--- src/rtl/seq_det_pkg.sv ---
// Shared types and constants for the programmable serial pattern detector.
package seq_det_pkg;

    // FILL: not enough history yet for a match; RUN: next valid bit can match.
    typedef enum logic {
        FILL = 1'b0,
        RUN  = 1'b1
    } det_state_e;

    // Power-on configuration: a drop-in replacement for the fixed 1101 detector.
    localparam logic [3:0] DEF_PAT = 4'b1101;
    localparam int         DEF_LEN = 4;
    localparam logic       DEF_OVL = 1'b1;

    // A programmed length is usable when it lies in 1..max_len.
    function automatic logic len_is_valid(input int unsigned len,
                                          input int unsigned max_len);
        return (len >= 1) && (len <= max_len);
    endfunction

endpackage

--- src/rtl/sat_counter.sv ---
// Saturating up-counter with a synchronous clear that beats increment.
module sat_counter #(
    parameter int W = 8
) (
    input  logic         clk,
    input  logic         rst,
    input  logic         inc,
    input  logic         clr,
    output logic [W-1:0] count
);

    // Count up on inc, hold at all ones, clear has priority over inc.
    // NOTE: sequential state is written with <= so every flop samples the
    // pre-edge values; = here would create ordering-dependent simulation.
    always_ff @(posedge clk or posedge rst) begin
        if (rst) begin
            count <= '0;
        end else if (clr) begin
            count <= '0;
        end else if (inc && !(&count)) begin
            count <= count + W'(1);
        end
    end

endmodule

--- src/rtl/seq_detector_prog.sv ---
// Runtime-programmable serial bit-pattern detector. Bits arrive MSB first;
// a hit on the sampled bit raises match on the following cycle.
module seq_detector_prog
    import seq_det_pkg::*;
#(
    parameter int                 MAX_LEN = 8,
    parameter int                 CNT_W   = 8,
    parameter logic [MAX_LEN-1:0] RST_PAT = MAX_LEN'(DEF_PAT),
    parameter int                 RST_LEN = DEF_LEN,
    parameter int                 LEN_W   = $clog2(MAX_LEN + 1)
) (
    input  logic               clk,
    input  logic               rst,
    input  logic               din_valid,
    input  logic               din,
    input  logic               cfg_load,
    input  logic [MAX_LEN-1:0] cfg_pattern,
    input  logic [LEN_W-1:0]   cfg_len,
    input  logic               cfg_overlap,
    input  logic               cnt_clr,
    output logic               match,
    output logic [CNT_W-1:0]   match_count,
    output logic               cfg_err,
    output logic               armed
);

    // History plus the incoming bit, one wider than the pattern.
    localparam int HW = MAX_LEN + 1;

    det_state_e         state, state_next;
    logic [MAX_LEN-1:0] hist, hist_next;
    logic [LEN_W-1:0]   fill, fill_next, fill_sat;
    logic [MAX_LEN-1:0] pat, pat_next;
    logic [LEN_W-1:0]   len, len_next;
    logic               ovl, ovl_next;

    logic [HW-1:0]      cmp_mask;
    logic [HW-1:0]      cmp_diff;
    logic               pattern_eq;
    logic               load_ok;
    logic               hit;

    // Compare the newest len bits of {hist, din} against the active pattern.
    always_comb begin
        cmp_mask   = (HW'(1) << len) - HW'(1);
        cmp_diff   = ({hist, din} ^ {1'b0, pat}) & cmp_mask;
        pattern_eq = (cmp_diff == '0);
        load_ok    = len_is_valid(32'(cfg_len), MAX_LEN);
        fill_sat   = (fill == LEN_W'(MAX_LEN)) ? fill : fill + LEN_W'(1);
    end

    // State register.
    always_ff @(posedge clk or posedge rst) begin
        if (rst) begin
            state <= FILL;
        end else begin
            state <= state_next;
        end
    end

    // Next-state and datapath update: a load beats a data bit in the same cycle.
    // NOTE: every output of this block gets a default first, so no path leaves
    // a variable unassigned and no latch is inferred.
    always_comb begin
        state_next = state;
        hist_next  = hist;
        fill_next  = fill;
        pat_next   = pat;
        len_next   = len;
        ovl_next   = ovl;
        if (cfg_load) begin
            if (load_ok) begin
                pat_next   = cfg_pattern;
                len_next   = cfg_len;
                ovl_next   = cfg_overlap;
                hist_next  = '0;
                fill_next  = '0;
                state_next = (cfg_len == LEN_W'(1)) ? RUN : FILL;
            end
        end else if (din_valid) begin
            if (hit && !ovl) begin
                // Non-overlapping: restart from an empty history.
                hist_next  = '0;
                fill_next  = '0;
                state_next = (len == LEN_W'(1)) ? RUN : FILL;
            end else begin
                hist_next = {hist[MAX_LEN-2:0], din};
                fill_next = fill_sat;
                if (fill_sat >= len - LEN_W'(1)) begin
                    state_next = RUN;
                end
            end
        end
    end

    // Outputs decoded from the current state and inputs.
    always_comb begin
        armed = (state == RUN);
        hit   = din_valid && !cfg_load && (state == RUN) && pattern_eq;
    end

    // History, fill level, active configuration and the registered pulses.
    always_ff @(posedge clk or posedge rst) begin
        if (rst) begin
            hist    <= '0;
            fill    <= '0;
            pat     <= RST_PAT;
            len     <= LEN_W'(RST_LEN);
            ovl     <= DEF_OVL;
            match   <= 1'b0;
            cfg_err <= 1'b0;
        end else begin
            hist    <= hist_next;
            fill    <= fill_next;
            pat     <= pat_next;
            len     <= len_next;
            ovl     <= ovl_next;
            match   <= hit;
            cfg_err <= cfg_load && !load_ok;
        end
    end

    // Match counter moves on the same edge that match rises.
    sat_counter #(
        .W (CNT_W)
    ) u_match_cnt (
        .clk   (clk),
        .rst   (rst),
        .inc   (hit),
        .clr   (cnt_clr),
        .count (match_count)
    );

endmodule
--- config.mk ---
export PLATFORM = sky130hd
export DESIGN_NAME = seq_detector_prog
export DESIGN_NICKNAME = d
export VERILOG_FILES = /design/src/rtl/seq_det_pkg.sv /design/src/rtl/sat_counter.sv /design/src/rtl/seq_detector_prog.sv
export SDC_FILE = /design/constraint.sdc
export NUM_CORES = 1
export LEC_CHECK = 0
export ABC_AREA = 0
export BUFFER_PORTS_ARGS = -buffer_cell sky130_fd_sc_hd__buf_2
export CAP_MARGIN = 20
export CELL_PAD_IN_SITES_DETAIL_PLACEMENT = 0
export CELL_PAD_IN_SITES_GLOBAL_PLACEMENT = 1
export CORE_MARGIN = 3
export CORE_UTILIZATION = 41
export DETAILED_ROUTE_END_ITERATION = 8
export PLACE_DENSITY_LB_ADDON = 0.1
export RECOVER_POWER = 25
export SYNTH_ARGS = -nofsm -noshare
export SYNTH_HDL_FRONTEND = slang
export SYNTH_SLANG_ARGS = --single-unit
export TNS_END_PERCENT = 1
--- constraint.sdc ---
create_clock -name clk -period 2.8 [get_ports clk]
set_clock_uncertainty 0.05 [all_clocks]
set_input_delay 0.42 -clock clk [delete_from_list [all_inputs] [get_ports clk]]
set_output_delay 0.42 -clock clk [all_outputs]
set_load 0.005 [all_outputs]
# Word level (Yosys, flattened, before mapping)
# Cells that the tools add are included.
# totals
regBits	36
input_bits	19
output_inout_bits	11
# op_classes
n_addsub	4
magnitude_cmp	3
eq_ne	4
n_shift	1
n_mux	18
bitwise_logic	2
n_reduce_logical	19
# ops
op	n
two-way mux 8 bit	6
two-way mux 4 bit	5
bitwise AND 9 bit	1
logical NOT 9 bit	1
<< shifter 1 x 4 -> 9 bit (first input constant)	1
subtractor 9 x 2 -> 9 bit (second input constant)	1
XOR 9 x 8 -> 9 bit	1
adder 8 x 1 -> 8 bit (second input constant)	1
equality test 4 x 1 -> 1 bit (second input constant)	2
AND reduction 8 bit	1
logical AND 1 bit	7
two-way mux 1 bit	7
adder 4 x 1 -> 4 bit (second input constant)	1
equality test 4 bit (second input constant)	1
>= comparator 4 x 1 -> 1 bit (second input constant)	1
>= comparator 4 bit	1
less-or-equal comparator 4 bit (second input constant)	1
logical NOT 1 bit	4
AND reduction 2 bit	2
nonzero test 2 bit	2
subtractor 4 x 1 -> 4 bit (second input constant)	1
AND reduction 3 bit	1
nonzero test 3 bit	1
inequality test 2 x 1 -> 1 bit (second input constant)	1

# Longest topological paths before layout
# Gate-level depths: netlist of the first run.
# logic_depth
word_depth	9
ltp_mapped	13
mapped_depth_nobuf	12

# Modules after synthesis
# From an unflattened synthesis of the first run, not the netlist that was laid out.
# hier_totals
hier_cells	231
area_unflattened_um2	2204.6
# by_module_without_submodules
mod	n_inst	cells_each	area_per_inst_um2
seq_detector_prog	1	187	1766.7
sat_counter	1	44	437.9

# Worst setup path after synthesis of the first run
# No wires, ideal clock.
# synth_timing
path_type	register -> register
start	reg len[0]
end	reg u_match_cnt.count[0]
setup_time_ps	127
arrival_ps	2679
path_slack_ps	-56
stages_incl_launch_ff	13
path_cell_list	dfrtp_1 > inv_1 > ha_1 > nor3b_1 > inv_1 > ha_1 > inv_1 > xnor2_1 > a22o_1 > a311oi_2 > buf_6 > and3_4 > mux2_1
# synth_via
elab_chain_cells	7
# synth_lines
item	line_no	text
start: declaration	seq_detector_prog.sv:34	logic [LEN_W-1:0] len, len_next;
start signal: assignment	seq_detector_prog.sv:108	len <= LEN_W'(RST_LEN);
start signal: assignment	seq_detector_prog.sv:116	len <= len_next;
<< shifter 1 x 4 -> 9 bit	seq_detector_prog.sv:45	cmp_mask = (HW'(1) << len) - HW'(1);
subtractor 9 x 2 -> 9 bit	seq_detector_prog.sv:45	
bitwise AND 9 bit	seq_detector_prog.sv:46	cmp_diff = ({hist, din} ^ {1'b0, pat}) & cmp_mask;
logical NOT 9 bit	seq_detector_prog.sv:47	pattern_eq = (cmp_diff == '0);
logical AND 1 bit	seq_detector_prog.sv:99	hit = din_valid && !cfg_load && (state == RUN) && pattern_eq;
logical AND 1 bit	sat_counter.sv:20	end else if (inc && !(&count)) begin
nonzero test 2 bit (no line)	-	
end signal: assignment	sat_counter.sv:21	count <= count + W'(1);
end: declaration	sat_counter.sv:9	output logic [W-1:0] count
# No other way between the ends.
# A chain may end at the register's enable or synchronous reset.

# Final worst setup path of the first run
# layout_timing
start	reg len[0]
end	reg u_match_cnt.count[4]
# Same word-level chain as after synthesis.

==> qor.txt, run 1 <==
Status = finished, violations left
Failing checks = capacitance limit, slew limit
CTS Sinks = 36
P_leak = 1.27 nW
Max clock buf depth = 2
Synth area leader = dfrtp_1
CP Cell Sequence = buf_4, ha_1, buf_4, o21ai_1, a21oi_1, or3_1, a311oi_2, clkbuf_16, buf_2, nand4_2, mux2_4
Nature of the critical path endpoint = flip-flop
CP most frequent cell = buf_4
Mapped Cells = 218
I/O pin count = 30
Dpl hpwl = 3.46 mm
EDFF count, synth = 0
Worst hold path type = in -> reg
FMAX = 0.374 GHz
Final global-route overflow total = 0
P_int = 1.04 mW
Clock root buffer = clkbuf_8
Switching Share = 0.322
Die span in y = 80.7 µm
DRT Pass-1 Iters = 4
Synthesized area per cell = 10.5 µm²
Ant. Diodes = 0
Crit Path Category = reg -> reg
Final ANT Viol Nets = 0
Fin crit share = 0.956
Fin crit period = 2.68 ns
First-pass GRT wire length = 7.96 mm
Max Transition Viols Final = 37
Area growth syn-to-layout = 17.7%
Net switching power = 0.494 mW
Top cells by count, synth = dfrtp_1, nor2_1, ha_1
Final setup violation count = 0
DRC Markers = 0
Yosys reg bits = 36
Logic pwr share = 0.348
Die W = 80.7 µm
Avg WL per Cell = 14.2 µm
Final Hold Viols = 0
Clk pwr share = 0.239
CTS Hold Buffers Added = 0
Top-area cell type share of the netlist area = 0.339
Vias per Instance = 5.19
Count leader, synth = dfrtp_1
Synth area leaders = dfrtp_1, ha_1, mux2_2
Sequential power share = 0.413
Synthesized cell area = 0.00229 mm²
Initial antenna violation count = 0
CTS Buf Count = 5
MaxCap Viol Count = 1
CP max-delay cell = dfrtp_1
CP Data Required Time = 2.93 ns
Startpoint types = flip-flop
TritonCTS clock tree = built
GPL Wtd Cong = 0.801
Largest net degree at the start of global routing = 37
Primary FF master, synth = dfrtp_1
Distinct cells, synth = 52
Total power = 1.54 mW
H-tree levels = 2
# nets final = 291
Later-pin clock latency in the skew report = 0.29 ns
Mapped Nets = 250
WHS = 0.308 ns
Pwr per Cell Area = 570 mW/mm²
Total core area = 0.00524 mm²
Proportion of layout cells with a drive suffix above 1 = 0.335
Initial Utilization = 0.437
Sequential share of the synthesized area = 0.396
Vias in the first global route = 1,626
Slew headroom = -0.282
Final WL = 4.69 mm
Worst-path maximum fanout = 7
Setup TNS = 0 ns
Slew @ Worst Pin = 1.92 ns
Peak supply drop = 0.000302 V
CTS clk-pin slew, worst paths = 0.08 ns
Initial DRC Count = 84
I/O Buffers = 29
All-Layer GR Usage = 0.160
Rows = 26
DIE AREA = 0.00651 mm²
Yosys warns = 0
Final Util = 0.514
Max incr delay on CP = 0.39 ns
Async SR Flop Fraction = 1.00
CP Data Arrival Time = 2.80 ns
DR vias = 1,713
## registers in the layout (all words and copies together), names as in the netlist
register and cells:
armed 1, cfg_err 1, fill 4, hist 8, len 4, match 1
ovl 1, pat 8, u_match_cnt.count 8
## cells by family after synthesis
group           after synthesis  synth area share
buf+inv                      21            0.0497
xor+xnor                     15            0.0574
flops                        36             0.396
mux                          18            0.0891
compound gates               45             0.150
simple gates                 70             0.186
fa+ha+maj                    13            0.0711
## power by group through the flow
stage | Sequential [mW] | Clock (mW) | Combinational [mW]
detailed placement | 0.644 | 0 | 0.489
finish | 0.634 | 0.368 | 0.534
global route | 0.643 | 0.402 | 0.601
CTS | 0.633 | 0.383 | 0.495
floorplan | 0.632 | 0 | 0.362
global placement | 0.643 | 0 | 0.488
## final cells by class
cell class,count,area [µm²]
clock buffer,5,68.8
sequential,36,907
inverter,11,41.3
multi-input combinational,161,1300
clock inverter,3,18.8
timing repair buffer,44,269
fill,494,2540
tap,70,87.6
## critical path, delay by kind of cell (launching register included)
kind	cells	cell delay, ns
AOI/OAI and AO/OA	3	0.50
adders and majority gates	1	0.20
buffers and inverters	4	0.65
DFF	1	0.39
muxes	1	0.30
and+or+nand+nor	2	0.47
## repair_timing
item | in CTS | in global routing
setup buffers | 0 | 4
pin swaps | 1 | 1
gates cloned | 0 | 0
gates resized for setup | 0 | 11
setup endpoints to repair | 2 | 8
## placed cells by master (no fill, tap or decap), types with 2 or more instances in the layout
cell type / n
and4_2: 2
nor2_1: 14
a21oi_1: 7
nor3_1: 5
clkinv_2: 2
clkbuf_8: 5
dfstp_2: 5
nor2b_1: 9
nand2b_1: 4
nand3_1: 6
a31oi_1: 2
buf_2: 30
inv_1: 8
and3_1: 6
xor2_1: 4
ha_2: 2
nor3b_4: 2
a211oi_1: 2
and4_1: 2
o21ai_0: 7
and3b_1: 2
xnor2_1: 11
ha_1: 10
or3_1: 3
mux2i_1: 2
mux2_2: 12
buf_4: 12
nand2_1: 5
mux2_1: 3
a21o_1: 3
a221oi_1: 2
inv_2: 3
a22o_1: 12
dfrtp_1: 31
## path summary, 6_finish.rpt
path	from	endpoint	slack (ns)	cells after the start
min in group asynchronous	rst	pat[7]$_DFFE_PP0P_	0.76	3
min reg2reg	pat[1]$_DFFE_PP0P_	pat[1]$_DFFE_PP0P_	0.49	1
max	len[0]$_DFFE_PP0P_	u_match_cnt.count[4]$_DFFE_PP0P_	0.12	11
max reg2reg	len[0]$_DFFE_PP0P_	u_match_cnt.count[4]$_DFFE_PP0P_	0.12	11
min	cfg_pattern[4]	pat[4]$_DFFE_PP0P_	0.31	2
max in group asynchronous	rst	cfg_err$_DFF_PP0_	0.84	3
## metrics by stage
stage	instance area [µm²]	setup WS, ns	std cells
3_3_place_gp	2550	0.0828	318
3_5_place_dp	2550	-0.000295	318
2_1_floorplan	2300	0.0422	218
4_1_cts	2640	0.0191	326
6_report	2690	0.123	330
5_1_grt	2690	-0.0190	330
## layer usage
metal | global-route usage | vias up | routed length [µm]
met5 | 0 | - | 0
met3 | 0.0370 | 8 | 154
li1 | - | 875 | -
met2 | 0.236 | 24 | 2050
met1 | 0.231 | 806 | 2430
met4 | 0.0541 | 0 | 53
No activity file was read; power rests on OpenSTA's default activity.
==> run 2: changes to the inputs <==
--- a/config.mk
+++ b/config.mk
@@ -11,11 +11,12 @@
 export CELL_PAD_IN_SITES_DETAIL_PLACEMENT = 0
 export CELL_PAD_IN_SITES_GLOBAL_PLACEMENT = 1
 export CORE_MARGIN = 3
-export CORE_UTILIZATION = 41
+export CORE_UTILIZATION = 40
 export DETAILED_ROUTE_END_ITERATION = 8
 export PLACE_DENSITY_LB_ADDON = 0.1
 export RECOVER_POWER = 25
 export SYNTH_ARGS = -nofsm -noshare
 export SYNTH_HDL_FRONTEND = slang
+export SYNTH_HIERARCHICAL = 1
 export SYNTH_SLANG_ARGS = --single-unit
 export TNS_END_PERCENT = 1
==> run 2 against run 1 <==
The run ends with capacitance limit, slew limit, setup timing left; synthesized cell count is 6.0% higher; final cell count increased by 4.8%; final area rose by 0.42%; clock-buffer cell count increased by 2; power is 1.5% lower; non-clock buffer count grew 5; setup slack worse by 0.22 ns; clock power up 8.7%; largest cell class unchanged; first-iteration DRC count rose by 15%; sequential power about the same; global-route usage up 1.6 points.
==> qor.txt, run 2 <==
Nature of the critical path endpoint = flip-flop
Unrepaired setup endpoints after global routing = true
DRC Markers = 0
CTS Buf Count = 5
Failing checks = capacitance limit, slew limit, setup timing
Slew headroom = -0.0603
Mapped Cells = 231
Later-pin clock latency in the skew report = 0.29 ns
Clk pwr share = 0.265
GPL Wtd Cong = 0.784
Largest registers = hist: 8 flops, pat: 8 flops, u_match_cnt/count: 8 flops
Distinct cells, synth = 52
FMAX = 0.345 GHz
Non-Filler Instances = 346
Synth area leader = dfrtp_1
Initial Utilization = 0.424
TritonCTS clock tree = built
# nets final = 307
Most common cell after layout, fill and taps aside = dfrtp_1
Sequential power share = 0.419
Logic pwr share = 0.317
Initial antenna violation count = 0
Synthesized area per cell = 9.54 µm²
Vias per Instance = 5.32
Total core area = 0.00520 mm²
Vias in the first global route = 1,810
CTS Sinks = 36
Pwr per Cell Area = 559 mW/mm²
I/O pin count = 30
Async SR Flop Fraction = 1.00
CTS Hold Buffers Added = 0
First-pass GRT wire length = 8.87 mm
Final global-route overflow total = 0
Worst r2r dst = u_match_cnt/count[7]$_DFFE_PP0P_
Avg WL per Cell = 15.0 µm
All-Layer GR Usage = 0.176
Largest net degree at the start of global routing = 29
Top-area cell type share of the netlist area = 0.352
Final ANT Viol Nets = 0
Mapped Nets = 263
Fin crit share = 1.04
Status = finished, violations left
Primary FF master, synth = dfrtp_1
Synthesized cell area = 0.00220 mm²
Proportion of layout cells with a drive suffix above 1 = 0.333
DRT Pass-1 Iters = 4
H-tree levels = 2
Dpl hpwl = 3.75 mm
Rows = 26
WHS = 0.0322 ns
Final setup violation count = 1
Area growth syn-to-layout = 22.7%
I/O Buffers = 29
Place WS = -0.119 ns
Die span in y = 80.2 µm
Switching Share = 0.327
Yosys reg bits = 36
P_leak = 1.19 nW
Synth area leaders = dfrtp_1, ha_1, dfstp_2
Final WL = 5.19 mm
Min setup slack post-route = -0.0990 ns
Worst r2r src = len[0]$_DFFE_PP0P_
CTS clk-pin slew, worst paths = 0.08 ns
Clock root buffer = clkbuf_8
Most frequent cells in the layout = dfrtp_1, buf_2, buf_4
Slew @ Worst Pin = 1.59 ns
Total power = 1.51 mW
DR vias = 1,840
Reg2Reg Depth = 11
P_int = 1.02 mW
CP Data Arrival Time = 3.07 ns
Die W = 80.2 µm
Worst-path maximum fanout = 7
Ant. Diodes = 0
MaxCap Viol Count = 1
Peak supply drop = 0.000308 V
Crit path to = u_match_cnt/count[7]$_DFFE_PP0P_
Sequential share of the synthesized area = 0.411
Dpl cells = 336
DIE AREA = 0.00644 mm²
Fin crit period = 2.90 ns
Initial DRC Count = 97
Crit Path Category = reg -> reg
Max Transition Viols Final = 29
Net switching power = 0.495 mW
Max clock buf depth = 2
Critical Path Source = len[0]$_DFFE_PP0P_
Count leader, synth = dfrtp_1
Yosys warns = 6
EDFF count, synth = 0
Worst hold path type = in -> async
Startpoint types = flip-flop
Top cells by count, synth = dfrtp_1, o21ai_0, nand2_1
Reg-to-reg setup timing slack = -0.1 ns
Final Hold Viols = 0
CP Data Required Time = 2.97 ns
## run 2: critical path: stages, from the launching register on
cell and delay, ns:
dfrtp_1 0.39, inv_2 0.08, ha_4 0.13, or3b_4 0.39
ha_4 0.21, o21ai_1 0.17, a21oi_2 0.11, a2111oi_2 0.32
and2_4 0.24, nand4_4 0.10, or4_4 0.49, a21oi_2 0.15
## run 2: timing repair
| action | in CTS | in global routing |
|---|---|---|
| pin swaps | 1 | 8 |
| gates cloned | 0 | 0 |
| resized for setup | 2 | 10 |
| endpoints found under the setup margin | 3 | 8 |
| buffers inserted | 1 | 1 |
## run 2: how the worst min path moves through the flow
stage	startpoint	end	cells past startpoint
3_3_place_gp	rst	u_match_cnt/count[0]$_DFFE_PP0P_	2
6_report	rst	u_match_cnt/count[0]$_DFFE_PP0P_	2
2_1_floorplan	rst	u_match_cnt/count[0]$_DFFE_PP0P_	1
3_5_place_dp	rst	u_match_cnt/count[0]$_DFFE_PP0P_	2
5_1_grt	rst	u_match_cnt/count[0]$_DFFE_PP0P_	2
4_1_cts	rst	u_match_cnt/count[0]$_DFFE_PP0P_	2
## run 2: cell type report
cell class,count,area (µm²)
Clock buffer,7,86.3
Clock inverter,1,7.51
Fill cell,500,2500
Inverter,10,37.5
Multi-Input combinational cell,173,1290
Sequential cell,36,907
Tap cell,70,87.6
Timing Repair Buffer,49,292
## run 2: through the flow
step	util	area (µm²)	TNS, ns
floorplan	-	2260	-0.355
global placement	0.490	2550	-0.0379
detailed placement	0.490	2550	-0.150
CTS	0.512	2660	-0.0846
global route	0.520	2710	-0.589
finish	0.520	2710	-0.0990
## run 2: logic make-up (layout without fill, tap and decap cells)
kind of cell               count (synthesis)  count (layout)  share of synthesized area
adders and majority gates                 13              13                     0.0738
and+or+nand+nor                           80              80                      0.194
AOI/OAI and AO/OA                         51              51                      0.145
muxes                                     14              14                     0.0704
xor gates and xnor gates                  15              15                     0.0596
DFF                                       36              36                      0.411
buffers and inverters                     22              67                     0.0465
## run 2: metal layers
metal	vias up	GRT usage	wire length, µm
met4	0	0.0287	12
met5	-	0	0
met1	886	0.257	2660
met3	2	0.0415	249
li1	915	-	-
met2	37	0.268	2270
## run 2: power by group through the flow
stage | Clock [mW] | Sequential, mW | Combinational (mW)
final | 0.400 | 0.634 | 0.479
after global routing | 0.433 | 0.643 | 0.544
after CTS | 0.403 | 0.633 | 0.461
after detailed placement | 0 | 0.642 | 0.449
after floorplan | 0 | 0.629 | 0.326
after global placement | 0 | 0.642 | 0.454
